`src/rtl/core_pkg.sv`:
```
// rtl/core_pkg.sv - shared RV32I load/store definitions: funct3 codes, LSU state, legality check.
package core_pkg;

   localparam int XLEN = 32;
   localparam int BE_W = XLEN / 8;

   localparam logic [2:0] F3_B  = 3'b000;
   localparam logic [2:0] F3_H  = 3'b001;
   localparam logic [2:0] F3_W  = 3'b010;
   localparam logic [2:0] F3_BU = 3'b100;
   localparam logic [2:0] F3_HU = 3'b101;

   typedef enum logic [1:0] {
      ST_IDLE,
      ST_REQ,
      ST_WAIT,
      ST_DONE
   } lsu_state_t;

   // True when funct3 is a valid code for the direction and the offset suits its size.
   function automatic logic lsu_ok(input logic we, input logic [2:0] f3, input logic [1:0] off);
      case (f3)
         F3_B:    return 1'b1;
         F3_BU:   return !we;
         F3_H:    return !off[0];
         F3_HU:   return !we && !off[0];
         F3_W:    return off == 2'b00;
         default: return 1'b0;
      endcase
   endfunction

endpackage

```
`src/rtl/lsu_mem_stage_if.sv`:
```
// rtl/lsu_mem_stage_if.sv - req/gnt/rvalid data-memory port between the LSU (master) and memory (slave).
interface lsu_mem_stage_if #(
   parameter int ADDR_W = 32
);
   logic              mem_req;
   logic              mem_we;
   logic [3:0]        mem_be;
   logic [ADDR_W-1:0] mem_addr;
   logic [31:0]       mem_wdata;
   logic              mem_gnt;
   logic              mem_rvalid;
   logic [31:0]       mem_rdata;

   modport master (
      output mem_req, mem_we, mem_be, mem_addr, mem_wdata,
      input  mem_gnt, mem_rvalid, mem_rdata
   );

   modport slave (
      input  mem_req, mem_we, mem_be, mem_addr, mem_wdata,
      output mem_gnt, mem_rvalid, mem_rdata
   );
endinterface

```
`src/rtl/lsu_load_align.sv`:
```
// rtl/lsu_load_align.sv - selects the addressed byte/half of a read word and sign- or zero-extends it.
module lsu_load_align
   import core_pkg::*;
(
   input  logic [31:0] rdata,
   input  logic [1:0]  off,
   input  logic [2:0]  funct3,
   output logic [31:0] result
);

   logic [31:0] shifted;

   assign shifted = rdata >> {off, 3'b000};

   always_comb begin
      case (funct3)
         F3_B:    result = {{24{shifted[7]}}, shifted[7:0]};
         F3_BU:   result = {24'b0, shifted[7:0]};
         F3_H:    result = {{16{shifted[15]}}, shifted[15:0]};
         F3_HU:   result = {16'b0, shifted[15:0]};
         default: result = rdata;
      endcase
   end

endmodule

```
`src/rtl/lsu_mem_stage.sv`:
```
// rtl/lsu_mem_stage.sv - MEM-stage load/store unit: one access per request, stalls until it retires.
module lsu_mem_stage
   import core_pkg::*;
#(
   parameter int TIMEOUT = 16,
   parameter int ADDR_W  = 32
) (
   input  logic                 clk,
   input  logic                 rst_n,
   input  logic                 req_valid,
   input  logic                 req_we,
   input  logic [2:0]           req_funct3,
   input  logic [ADDR_W-1:0]    req_addr,
   input  logic [31:0]          req_wdata,
   output logic                 stall,
   output logic                 done,
   output logic [31:0]          load_data,
   output logic                 err_misalign,
   output logic                 err_bus,
   lsu_mem_stage_if.master      mem
);

   localparam int CW = (TIMEOUT > 1) ? $clog2(TIMEOUT) : 1;

   lsu_state_t        state;
   logic [ADDR_W-1:0] addr_q;
   logic [31:0]       wdata_q;
   logic [BE_W-1:0]   be_q;
   logic [2:0]        f3_q;
   logic              we_q;
   logic [CW-1:0]     cnt;
   logic              err_mis_q;
   logic              err_bus_q;
   logic [BE_W-1:0]   be_n;
   logic [31:0]       wdata_n;
   logic [31:0]       aligned;
   logic              expire;

   // funct3[1:0] encodes the access size for both signed and unsigned codes.
   always_comb begin
      be_n    = 4'b1111;
      wdata_n = req_wdata;
      case (req_funct3[1:0])
         2'b00: begin
            be_n    = 4'b0001 << req_addr[1:0];
            wdata_n = {4{req_wdata[7:0]}};
         end
         2'b01: begin
            be_n    = req_addr[1] ? 4'b1100 : 4'b0011;
            wdata_n = {2{req_wdata[15:0]}};
         end
         default: ;
      endcase
      if (!req_we) wdata_n = '0;
   end

   lsu_load_align u_align (
      .rdata  (mem.mem_rdata),
      .off    (addr_q[1:0]),
      .funct3 (f3_q),
      .result (aligned)
   );

   assign expire = (TIMEOUT != 0) && (cnt == CW'(TIMEOUT - 1));

   always_ff @(posedge clk or negedge rst_n) begin
      if (!rst_n) begin
         state     <= ST_IDLE;
         addr_q    <= '0;
         wdata_q   <= '0;
         be_q      <= '0;
         f3_q      <= '0;
         we_q      <= 1'b0;
         cnt       <= '0;
         err_mis_q <= 1'b0;
         err_bus_q <= 1'b0;
         load_data <= '0;
      end else begin
         cnt <= '0;
         case (state)
            ST_IDLE: begin
               err_mis_q <= 1'b0;
               err_bus_q <= 1'b0;
               if (req_valid) begin
                  if (lsu_ok(req_we, req_funct3, req_addr[1:0])) begin
                     state   <= ST_REQ;
                     addr_q  <= req_addr;
                     wdata_q <= wdata_n;
                     be_q    <= be_n;
                     f3_q    <= req_funct3;
                     we_q    <= req_we;
                  end else begin
                     state     <= ST_DONE;
                     err_mis_q <= 1'b1;
                  end
               end
            end
            ST_REQ: begin
               if (mem.mem_gnt) begin
                  state <= we_q ? ST_DONE : ST_WAIT;
               end else if (expire) begin
                  state     <= ST_DONE;
                  err_bus_q <= 1'b1;
               end else begin
                  cnt <= cnt + 1'b1;
               end
            end
            ST_WAIT: begin
               if (mem.mem_rvalid) begin
                  load_data <= aligned;
                  state     <= ST_DONE;
               end else if (expire) begin
                  state     <= ST_DONE;
                  err_bus_q <= 1'b1;
               end else begin
                  cnt <= cnt + 1'b1;
               end
            end
            default: state <= ST_IDLE;
         endcase
      end
   end

   assign done         = (state == ST_DONE);
   assign err_misalign = done && err_mis_q;
   assign err_bus      = done && err_bus_q;
   assign stall        = (req_valid && state == ST_IDLE) || state == ST_REQ || state == ST_WAIT;

   assign mem.mem_req   = (state == ST_REQ);
   assign mem.mem_we    = mem.mem_req && we_q;
   assign mem.mem_be    = mem.mem_req ? be_q : '0;
   assign mem.mem_addr  = mem.mem_req ? {addr_q[ADDR_W-1:2], 2'b00} : '0;
   assign mem.mem_wdata = mem.mem_req ? wdata_q : '0;

endmodule
```
`src/flat_wrapper.sv`:
```
// flat-port wrapper written by rule: the top's interface ports become plain ports
module lsu_mem_stage_flat import core_pkg::*;
#(
   parameter int TIMEOUT = 16,
   parameter int ADDR_W  = 32
)
  (clk, rst_n, req_valid, req_we, req_funct3, req_addr, req_wdata, stall, done, load_data, err_misalign, err_bus, mem_mem_req, mem_mem_we, mem_mem_be, mem_mem_addr, mem_mem_wdata, mem_mem_gnt, mem_mem_rvalid, mem_mem_rdata);
  lsu_mem_stage_if #(.ADDR_W(ADDR_W)) mem_i ();
  input  logic clk;
  input  logic rst_n;
  input  logic req_valid;
  input  logic req_we;
  input  logic [2:0] req_funct3;
  input  logic [ADDR_W-1:0] req_addr;
  input  logic [31:0] req_wdata;
  output logic stall;
  output logic done;
  output logic [31:0] load_data;
  output logic err_misalign;
  output logic err_bus;
  output wire logic [$bits(mem_i.mem_req)-1:0] mem_mem_req;
  output wire logic [$bits(mem_i.mem_we)-1:0] mem_mem_we;
  output wire logic [$bits(mem_i.mem_be)-1:0] mem_mem_be;
  output wire logic [$bits(mem_i.mem_addr)-1:0] mem_mem_addr;
  output wire logic [$bits(mem_i.mem_wdata)-1:0] mem_mem_wdata;
  input wire logic [$bits(mem_i.mem_gnt)-1:0] mem_mem_gnt;
  input wire logic [$bits(mem_i.mem_rvalid)-1:0] mem_mem_rvalid;
  input wire logic [$bits(mem_i.mem_rdata)-1:0] mem_mem_rdata;
  assign mem_mem_req = mem_i.mem_req;
  assign mem_mem_we = mem_i.mem_we;
  assign mem_mem_be = mem_i.mem_be;
  assign mem_mem_addr = mem_i.mem_addr;
  assign mem_mem_wdata = mem_i.mem_wdata;
  assign mem_i.mem_gnt = mem_mem_gnt;
  assign mem_i.mem_rvalid = mem_mem_rvalid;
  assign mem_i.mem_rdata = mem_mem_rdata;
  lsu_mem_stage #(.TIMEOUT(TIMEOUT), .ADDR_W(ADDR_W)) u_core (.clk(clk), .rst_n(rst_n), .req_valid(req_valid), .req_we(req_we), .req_funct3(req_funct3), .req_addr(req_addr), .req_wdata(req_wdata), .stall(stall), .done(done), .load_data(load_data), .err_misalign(err_misalign), .err_bus(err_bus), .mem(mem_i));
endmodule
```
`config.mk`:
```
export PLATFORM = sky130hd
export DESIGN_NAME = lsu_mem_stage_flat
export DESIGN_NICKNAME = d
export VERILOG_FILES = /design/src/rtl/core_pkg.sv /design/src/rtl/lsu_mem_stage_if.sv /design/src/rtl/lsu_load_align.sv /design/src/rtl/lsu_mem_stage.sv /design/src/flat_wrapper.sv
export SDC_FILE = /design/constraint.sdc
export NUM_CORES = 1
export LEC_CHECK = 0
export CAP_MARGIN = 20
export CORE_MARGIN = 4
export CORE_UTILIZATION = 41
export DETAILED_ROUTE_END_ITERATION = 8
export PLACE_DENSITY = 0.77
export SYNTH_ARGS = -nofsm -noshare
export SYNTH_HDL_FRONTEND = slang
export SYNTH_SLANG_ARGS = --single-unit
```
`constraint.sdc`:
```
create_clock -name clk -period 2.2 [get_ports clk]
set_clock_uncertainty 0.2 [all_clocks]
set_input_delay 0.55 -clock clk [delete_from_list [all_inputs] [get_ports clk]]
set_output_delay 0.55 -clock clk [all_outputs]
set_load 0.01 [all_outputs]
```
* After elaboration in Yosys (flattened, before gate mapping)
Index checks and enable logic that the tools add are counted.
Cells by class: $add $sub $neg 1, multipliers 0, div/mod/pow operators 0, $lt $le $gt $ge 0, equality and inequality tests 15, shift-type cells 2, mux-type cells 28, bitwise operators 0, reduce and logical (&&, ||, !) cells 18
Operator list (count):
- 32-bit one-hot mux with 4 select lines | 1
- 32-bit 2-to-1 mux | 3
- 32-bit one-hot mux with 2 select lines | 1
- 32-bit by 5-bit right shift with 16-bit output | 1
- 4-bit 2-to-1 mux | 5
- 4-bit one-hot mux with 2 select lines | 2
- 3-bit equality test (second input constant) | 4
- 2-bit 2-to-1 mux | 5
- 1-bit 2-to-1 mux | 8
- 3-bit by 1-bit equality test with 1-bit output (second input constant) | 2
- 2-bit logical NOT | 3
- 3-bit logical NOT | 2
- 2-bit != test (second input constant) | 3
- 2-bit one-hot mux with 3 select lines | 1
- 3-bit AND reduction | 2
- 1-bit logical AND | 5
- 1-bit one-hot mux with 5 select lines | 1
- 4-bit by 1-bit adder with 4-bit output (second input constant) | 1
- 2-bit by 1-bit equality test with 1-bit output (second input constant) | 2
- 2-bit equality test (second input constant) | 2
- 4-bit equality test (second input constant) | 1
- 1-bit by 2-bit left shift with 4-bit output (first input constant) | 1
- 3-bit by 2-bit equality test with 1-bit output (second input constant) | 1
- 1-bit one-hot mux with 3 select lines | 1
- 4 further kinds | 6
Storage, ports and cells: bits in registers 112, latch bits 0, memory bits (writable) 0, ROM bits 0, input bits 105, output and inout bits 106, memories 0

* Logic depth before layout (Yosys ltp)
Gate-level depths: netlist of the first run.
depth in word-level cells 8, mapped depth 8, gate-level depth less buffers 6

* Cells and area by module
Synthesis of the first run repeated with hierarchy kept, for this count alone.
Second synthesis, totals: cells, all modules 594, area, all modules 6142.1 µm²
By module, submodules not included:
- lsu_mem_stage | times used 1, cells an instance 483, area an instance 5426.5 µm², sequential area each 2802.7 µm²
- lsu_load_align | times used 1, cells an instance 111, area an instance 715.7 µm², sequential area each 0.0 µm²

* Worst setup path before layout of the first run
Ideal clock, no wire load.
path type register to output, start register u_core.state[1], end output mem_mem_addr[14], arrival time 1547 ps, data required time 1450 ps, slack -97 ps, stages on the path, launching flop included 7, buffers on the path 3, cells stage by stage dfrtp_1 > inv_1 > ha_1 > clkbuf_1 > clkbuf_1 > clkbuf_1 > and2_1
On the way: longest elaborated chain between the ends 2
RTL lines:
- start: declaration | line lsu_mem_stage.sv:25 | lsu_state_t state;
- start signal: assignment | line lsu_mem_stage.sv:100 | state <= we_q ? ST_DONE : ST_WAIT;
- 2-bit by 1-bit equality test with 1-bit output | line lsu_mem_stage.sv:129 | assign mem.mem_req = (state == ST_REQ);
- named net mem_mem_req | line flat_wrapper.sv:21 | output wire logic [$bits(mem_i.mem_req)-1:0] mem_mem_req;
- 32-bit 2-to-1 mux | line lsu_mem_stage.sv:132 | assign mem.mem_addr = mem.mem_req ? {addr_q[ADDR_W-1:2], 2'b00} : '0;
- end: declaration | line flat_wrapper.sv:24 | output wire logic [$bits(mem_i.mem_addr)-1:0] mem_mem_addr;
The timed path passes the listed nets, and every way through them passes these cells.

* Worst setup path after layout of the first run
start register u_core.state[1], end output mem_mem_addr[2]
On the way: longest elaborated chain between the ends 2
RTL lines (line):
- 2-bit by 1-bit equality test with 1-bit output | lsu_mem_stage.sv:129
- 32-bit 2-to-1 mux | lsu_mem_stage.sv:132
Every way passes these cells.

==> metrics.md, run 1 <==
| Metric | Value |
|---|---|
| Outcome | `finished, violations left` |
| Violated checks | `setup timing` |
| Post-Synthesis Cells | `614` |
| Largest cells by area after synthesis | `dfrtp_1 (47%), mux2_4 (7.5%), and2_1 (7.4%)` |
| Vias in the first global route | `~5600` |
| Number of flops mapped to enable cells by yosys | `0` |
| Placed cell count | `992` |
| Max-slew violations | `0` |
| I/O Pins | `between 200 and 250` |
| Post-route DRC | `0` |
| Met1 WL | `7520 um` |
| Clock root buffer master | `clkbuf_16` |
| Period utilization | `106%` |
| Placer congestion estimate | `around 0.90` |
| Syn. warnings | `0` |
| Tightest Pin Transition | `around 0.65 ns` |
| Die W | `approximately 130 um` |
| Post-synthesis cell type count | `between 40 and 50` |
| Iter 0 DRT Violations | `305` |
| DP HPWL | `13000 um` |
| Post-synth top area cell | `dfrtp_1` |
| Die area | `0.0166 mm^2` |
| Final Hold Vio Count | `0` |
| # fillers | `1064` |
| Nets | `946` |
| Max Used Layer | `met4` |
| GR Overflow Total | `0` |
| Top FF cell, synth | `dfrtp_1` |
| CTS tree | `yes` |
| CP max stage delay | `0.40 ns` |
| P_leak | `4.22 nW` |
| Max cap viols | `0` |
| Initial antenna violation count | `0` |
| H-Tree Depth | `3` |
| Port buffer count | `208` |
| Met2 routed WL | `roughly 9100 um` |
| Maximum clock frequency | `428 MHz` |
| Area grow syn2layout | `55.8%` |
| Min-delay worst type | `input port to asynchronous set/reset pin` |
| Drt wl/cell | `between 15 and 20 um` |
| Detailed Routing Iterations Pass 1 | `5` |
| Starting density of the core | `42.4%` |
| Cell breakdown of the critical path | `inv_2, ha_4, buf_12, clkbuf_16, and2_4, buf_6` |
| #FFs+latches synth | `between 100 and 150` |
| Worst skew pair latency | `0.35 ns` |
| Max Buffers Root-to-Sink | `2` |
| Via count of the routed design | `about 5400` |
| Startpoint types | `flop` |
| All-layer global routing usage | `21.8%` |
| CTS clk-pin slew, worst paths | `0.07 ns` |
| Unrepaired setup endpoints after global routing | `yes` |
| Seq/Total Area, Yosys | `between 40 and 50%` |
| First-pass GRT wire length | `28600 um` |
| Core Footprint | `0.0141 mm^2` |
| Post-synth top area share | `46.9%` |
| Max stage delay cell, worst path | `dfrtp_1` |
| CP Max Fanout | `8` |
| Count of final setup violators | `61` |
| Min cycle time layout | `~2.3 ns` |
| DRT Wirelength | `18900 um` |
| Die height | `129 um` |
| Hold_buf cts | `0` |
| Final WS setup | `-0.138 ns` |
| Setup TNS | `-6.16 ns` |
| N_diodes | `0` |
| Pin count of the biggest net entering global routing | `113` |
| Mapped Area | `0.00598 mm^2` |
| Critical path data arrival time | `1.59 ns` |
| Non-Filler Instances | `1021` |
| Site Rows | `43` |
| Crit Path Class | `flop to primary output` |
| Total Power | `0.0116 W` |
| Ys async rst share | `100%` |
| Syn avg cell area | `9.74 um^2` |
| Slew headroom | `57.0%` |
| Routed wire length on met3 | `1700 um` |
| Critical Path RT | `1.45 ns` |
| Setup crit end kind | `primary output` |
| Final ANT Viol Nets | `0` |
| Clk sinks | `112` |
| Via density | `~5.3` |
| Worst hold slack | `0.0313 ns` |
| Crit path buf inv count | `4` |
| Kind of cell adding the most delay to the critical path | `buffers and inverters` |
| Layout cells sized above 1 | `a little under a third` |
| Pwr dens | `about 1200 mW/mm^2` |
| Num CTS Buffers | `9` |
| Max VDD drop | `~0.00067 V` |
==> area by class of cell <==
class                           count  area, um^2  share of cell area [%]
Sequential cell                   112        2800                    30.1
Multi-Input combinational cell    445        3150                    33.8
Inverter                            9        36.3                   0.389
Clock buffer                       10         239                    2.57
Tap cell                          180         225                    2.42
Timing Repair Buffer              259        2790                    29.9
Clock inverter                      6        73.8                   0.792
==> routing by layer <==
metal / vias to the layer above / global-route usage (%)
met3: 46 / 5.94
met2: 252 / 35.6
met5: - / 0
met1: 2542 / 27.4
li1: 2544 / -
met4: 0 / 9.02
==> synth_stat cells, types with 2 or more instances <==
| master | instances |
|---|---|
| a21oi_1 | 27 |
| a2bb2oi_1 | 7 |
| a31oi_1 | 2 |
| and2_1 | 71 |
| and3_1 | 2 |
| buf_2 | 8 |
| buf_4 | 4 |
| buf_6 | 6 |
| clkbuf_1 | 30 |
| dfrtp_1 | 112 |
| ha_1 | 5 |
| inv_1 | 9 |
| mux2_2 | 19 |
| mux2_4 | 30 |
| mux2i_1 | 18 |
| nand2_1 | 101 |
| nand2b_1 | 5 |
| nand3_1 | 2 |
| nor2_1 | 25 |
| nor4_1 | 2 |
| o21ai_0 | 66 |
| o22ai_1 | 25 |
| o2bb2ai_1 | 7 |
| o311ai_0 | 2 |
| or3_1 | 10 |
==> registers in the layout (all words and copies together), names as in the netlist <==
| register | count |
|---|---|
| u_core.addr_q | 32 |
| u_core.load_data | 32 |
| u_core.wdata_q | 32 |
| u_core.be_q | 4 |
| u_core.cnt | 4 |
| u_core.f3_q | 3 |
| u_core.state | 2 |
| u_core.err_bus_q | 1 |
| u_core.err_mis_q | 1 |
| u_core.we_q | 1 |
==> repair_timing <==
| item | in CTS | in global routing |
|---|---|---|
| resized for setup | 334 | 107 |
| pin swaps | 1 | 1 |
| setup buffers | 2 | 4 |
| gates cloned | 3 | 4 |
| endpoints found under the setup margin | 140 | 102 |
==> kinds of logic (layout without fill, tap and decap cells) <==
kind of cell,after synthesis,count (layout),synth area share [%]
other,1,2,0.0627
buffers and inverters,58,284,4.81
muxes,68,68,14.3
adders and majority gates,5,5,1.05
DFF,112,112,46.9
xor gates and xnor gates,1,1,0.146
and+or+nand+nor,223,223,18.0
AOI/OAI and AO/OA,146,146,14.7
==> metrics by stage <==
step / worst slack, ns / utilization, % / area [um^2]
CTS: -0.150 / 62.4 / 8800
detailed placement: -0.504 / 59.9 / 8450
global route: -0.207 / 66.1 / 9320
global placement: -0.354 / 59.9 / 8450
floorplan: 0.0335 / - / 5990
finish: -0.138 / 66.1 / 9320
==> report_power, final <==
| part | switching, W | internal, W |
|---|---|---|
| sequential | 0.000683 | 0.00299 |
| clock | 0.000789 | 0.000932 |
| combinational | 0.00265 | 0.00352 |
==> final timing paths <==
check	startpoint	to	slack (ns)	cells past startpoint
setup / recovery	u_core.state[1]	mem_mem_addr[2]	-0.14	6
hold / removal	rst_n	u_core.load_data[6]	0.03	2
setup reg to reg	u_core.state[0]	u_core.load_data[12]	0.11	8
hold reg to reg	u_core.wdata_q[11]	u_core.wdata_q[11]	0.28	2
max in group asynchronous	rst_n	u_core.wdata_q[21]	1.25	2
min in group clk	u_core.wdata_q[11]	u_core.wdata_q[11]	0.28	2
==> layout by cell type (no fill, tap or decap), types with 3 or more instances in the layout <==
master	instances
ha_4	4
nor2_1	24
buf_12	11
nand2b_1	5
mux2_4	30
or3_1	10
and2_1	10
mux2i_1	18
dfrtp_1	112
nand2_1	101
o21ai_0	66
a21oi_1	27
and2_4	61
buf_6	67
inv_1	7
clkdlybuf4s50_1	135
a2bb2oi_1	7
mux2_2	19
buf_4	30
clkdlybuf4s15_2	7
o2bb2ai_1	7
inv_6	3
o22ai_1	25
clkbuf_16	12
Note: power is estimated with default switching activity, not from simulation.
==> inputs of run 2 (changes only) <==
- CORE_UTILIZATION: 41 -> 46
- PLACE_DENSITY: 0.77 -> 0.82
- clock period: 2.2 -> 2.5 ns (I/O delays scaled with it)
==> run 2 against run 1 <==
Net effect:
- the run still ends with setup timing left
- core utilization grew 1.3 points
- total power shrank 22%
- first-iteration DRC count grew 70%
- global-route usage grew 2.4 points
==> metrics.md, run 2 (synthesis results as in run 1) <==
| Metric | Value |
|---|---|
| Worst skew pair latency | `0.34 ns (about the same)` |
| Pin count of the biggest net entering global routing | `47 (-58%)` |
| Clk sinks | `112 (unchanged)` |
| Max Used Layer | `met4` |
| Core Footprint | `0.0127 mm^2 (-10%)` |
| Outcome | `finished, violations left` |
| Detailed Routing Iterations Pass 1 | `5 (unchanged)` |
| N_diodes | `0 (unchanged)` |
| Min cycle time layout | `~2.5 ns` |
| Placed cell count | `978 (-1.4%)` |
| CP Max Fanout | `17 (+9)` |
| Placer congestion estimate | `0.955 (+6.2%)` |
| Violated checks | `setup timing` |
| P_leak | `4.16 nW (-1.4%)` |
| # fillers | `986 (-7.3%)` |
| CTS clk-pin slew, worst paths | `0.08 ns (about the same)` |
| Commonest non-fill, non-tap cell in the layout | `clkdlybuf4s50_1` |
| Max stage delay cell, worst path | `dfrtp_1` |
| Die W | `122 um (-5.2%)` |
| Tightest Pin Transition | `0.735 ns (+0.0893 ns)` |
| Die height | `122 um (-5.2%)` |
| Nets | `933 (-1.4%)` |
| Critical path data arrival time | `1.70 ns (+0.11 ns)` |
| Critical Path RT | `1.67 ns (+0.22 ns)` |
| Initial antenna violation count | `0 (unchanged)` |
| Clock Power Share | `15.7% (+0.8 points)` |
| Vias in the first global route | `5580 (+0.14%)` |
| Die area | `0.0149 mm^2 (-10%)` |
| Via density | `5.42 (+2.7%)` |
| Starting density of the core | `47.2% (+4.8 points)` |
| Count of final setup violators | `1 (-98%)` |
| Via count of the routed design | `5417 (+0.61%)` |
| Max-slew violations | `0 (unchanged)` |
| Max cap viols | `0 (unchanged)` |
| Cell breakdown of the critical path | `buf_4, ha_4, buf_6, buf_16, and2_1, clkdlybuf4s15_1` |
| Crit Path Class | `flop to primary output` |
| Max Buffers Root-to-Sink | `2 (unchanged)` |
| Iter 0 DRT Violations | `519 (+70%)` |
| Routed wire length on met3 | `1530 um (-10%)` |
| Met1 WL | `7190 um (-4.4%)` |
| CTS tree | `yes` |
| Total Power | `0.00900 W (-22%)` |
| Startpoint types | `flop` |
| Clock root buffer master | `clkbuf_16` |
| H-Tree Depth | `3 (unchanged)` |
| Period utilization | `101%` |
| Port buffer count | `208 (unchanged)` |
| Internal power | `0.00564 W (-24%)` |
| Power share of the combinational group | `49.3% (-4.1 points)` |
| First-pass GRT wire length | `28500 um (-0.51%)` |
| Worst hold slack | `0.279 ns (+0.248 ns)` |
| Maximum clock frequency | `396 MHz` |
| Area grow syn2layout | `42.8%` |
| Switching Power | `0.00336 W (-18%)` |
| Post-route DRC | `0 (unchanged)` |
| Drt wl/cell | `18.1 um (-2.5%)` |
| Slew headroom | `51.0% (-6.0 points)` |
| CP max stage delay | `0.39 ns (about the same)` |
| Site Rows | `41 (-4.7%)` |
| Register share of total power | `35.0% (+3.2 points)` |
| Met2 routed WL | `8970 um (-1.8%)` |
| DRT Wirelength | `18100 um (-4.5%)` |
| I/O Pins | `211 (unchanged)` |
| Max VDD drop | `0.000420 V (-37%)` |
| Non-Filler Instances | `1000 (-2.1%)` |
| All-layer global routing usage | `24.2% (+2.4 points)` |
| Unrepaired setup endpoints after global routing | `yes` |
| Top flop regs | `u_core.addr_q: 32 flops, u_core.load_data: 32 flops, u_core.wdata_q: 32 flops` |
| Layout cells sized above 1 | `19.7% (-12 points)` |
| Final Util | `67.4% (+1.3 points)` |
| Num CTS Buffers | `9 (unchanged)` |
| Commonest cells after routing, fill and taps aside | `clkdlybuf4s50_1 (135), dfrtp_1 (112), nand2_1 (101), and2_1 (71), o21ai_0 (66)` |
| Min-delay worst type | `flop to flop` |
| GR Overflow Total | `0 (unchanged)` |
| Setup crit end kind | `primary output` |
| DP HPWL | `13300 um (+2.2%)` |
| Area occupied by multi-input gates | `0.00292 mm^2 (-7.2%)` |
| Sequential Area | `0.00280 mm^2 (unchanged)` |
| Final WS setup | `-0.0225 ns (+0.116 ns)` |
| Pwr dens | `1050 mW/mm^2 (-15%)` |
| Final ANT Viol Nets | `0 (unchanged)` |
| Switch share | `37.3% (+1.7 points)` |
| Final Hold Vio Count | `0 (unchanged)` |
-- run 2: cell count changes in the layout (fill, tap and decap cells not counted), sizes merged --
cell / delta
buf: -60
dlygate4sd2: +9
clkbuf: +28
clkinvlp: +1
clkdlybuf4s15: -6
dlygate4sd3: +1
bufinv: -1
inv: +1
dlymetal6s2s: +14
-- run 2: critical path: cells and delay by family, from the launching register on --
family        cells  cell delay [ns]
fa+ha+maj         1             0.18
buf+inv           4             0.65
flops             1             0.39
simple gates      1             0.13
-- run 2: area by class of cell --
type	count	share of cell area, %
Sequential cell	112	32.8
Inverter	9	0.395
Clock buffer	9	2.64
Tap cell	172	2.52
Multi-Input combinational cell	445	34.2
Timing Repair Buffer	246	26.7
Clock inverter	7	0.718
-- run 2: metal layers --
metal,track usage [%],up-vias
met2,41.4,266
li1,-,2515
met1,30.4,2603
met4,6.86,0
met3,6.41,33
met5,0,-
-- run 2: path summary, 6_finish.rpt --
check / startpoint / endpoint / slack [ns] / cells after the start
hold / removal: u_core.wdata_q[1] / u_core.wdata_q[1] / 0.28 / 2
setup / recovery: u_core.state[0] / mem_mem_addr[15] / -0.02 / 6
max in group asynchronous: rst_n / u_core.cnt[3] / 0.89 / 3
setup reg to reg: u_core.state[0] / u_core.load_data[9] / 0.15 / 7
min in group asynchronous: rst_n / u_core.load_data[0] / 0.54 / 2
hold reg to reg: u_core.wdata_q[1] / u_core.wdata_q[1] / 0.28 / 2
-- run 2: through the flow --
step	setup TNS [ns]	worst slack [ns]	cell area, um^2
2_1_floorplan	0	0.128	5980
3_3_place_gp	-1.15	-0.0827	8370
3_5_place_dp	-2.97	-0.169	8370
4_1_cts	-3.28	-0.245	8670
5_1_grt	-0.0780	-0.0780	8540
6_report	-0.0225	-0.0225	8540
-- run 2: repair_timing --
item	4_1_cts	5_1_grt
gates cloned	1	0
setup endpoints to repair	72	47
hold endpoints to repair	20	0
setup buffers	2	2
hold buffers	1	0
resized for setup	99	96
-- run 2: power groups by stage --
stage | logic (W) | clock network, W | registers (W)
5_1_grt | 0.00482 | 0.00152 | 0.00325
4_1_cts | 0.00448 | 0.00144 | 0.00314
6_report | 0.00444 | 0.00141 | 0.00315
3_5_place_dp | 0.00450 | 0 | 0.00315
3_3_place_gp | 0.00436 | 0 | 0.00311
2_1_floorplan | 0.00239 | 0 | 0.00310
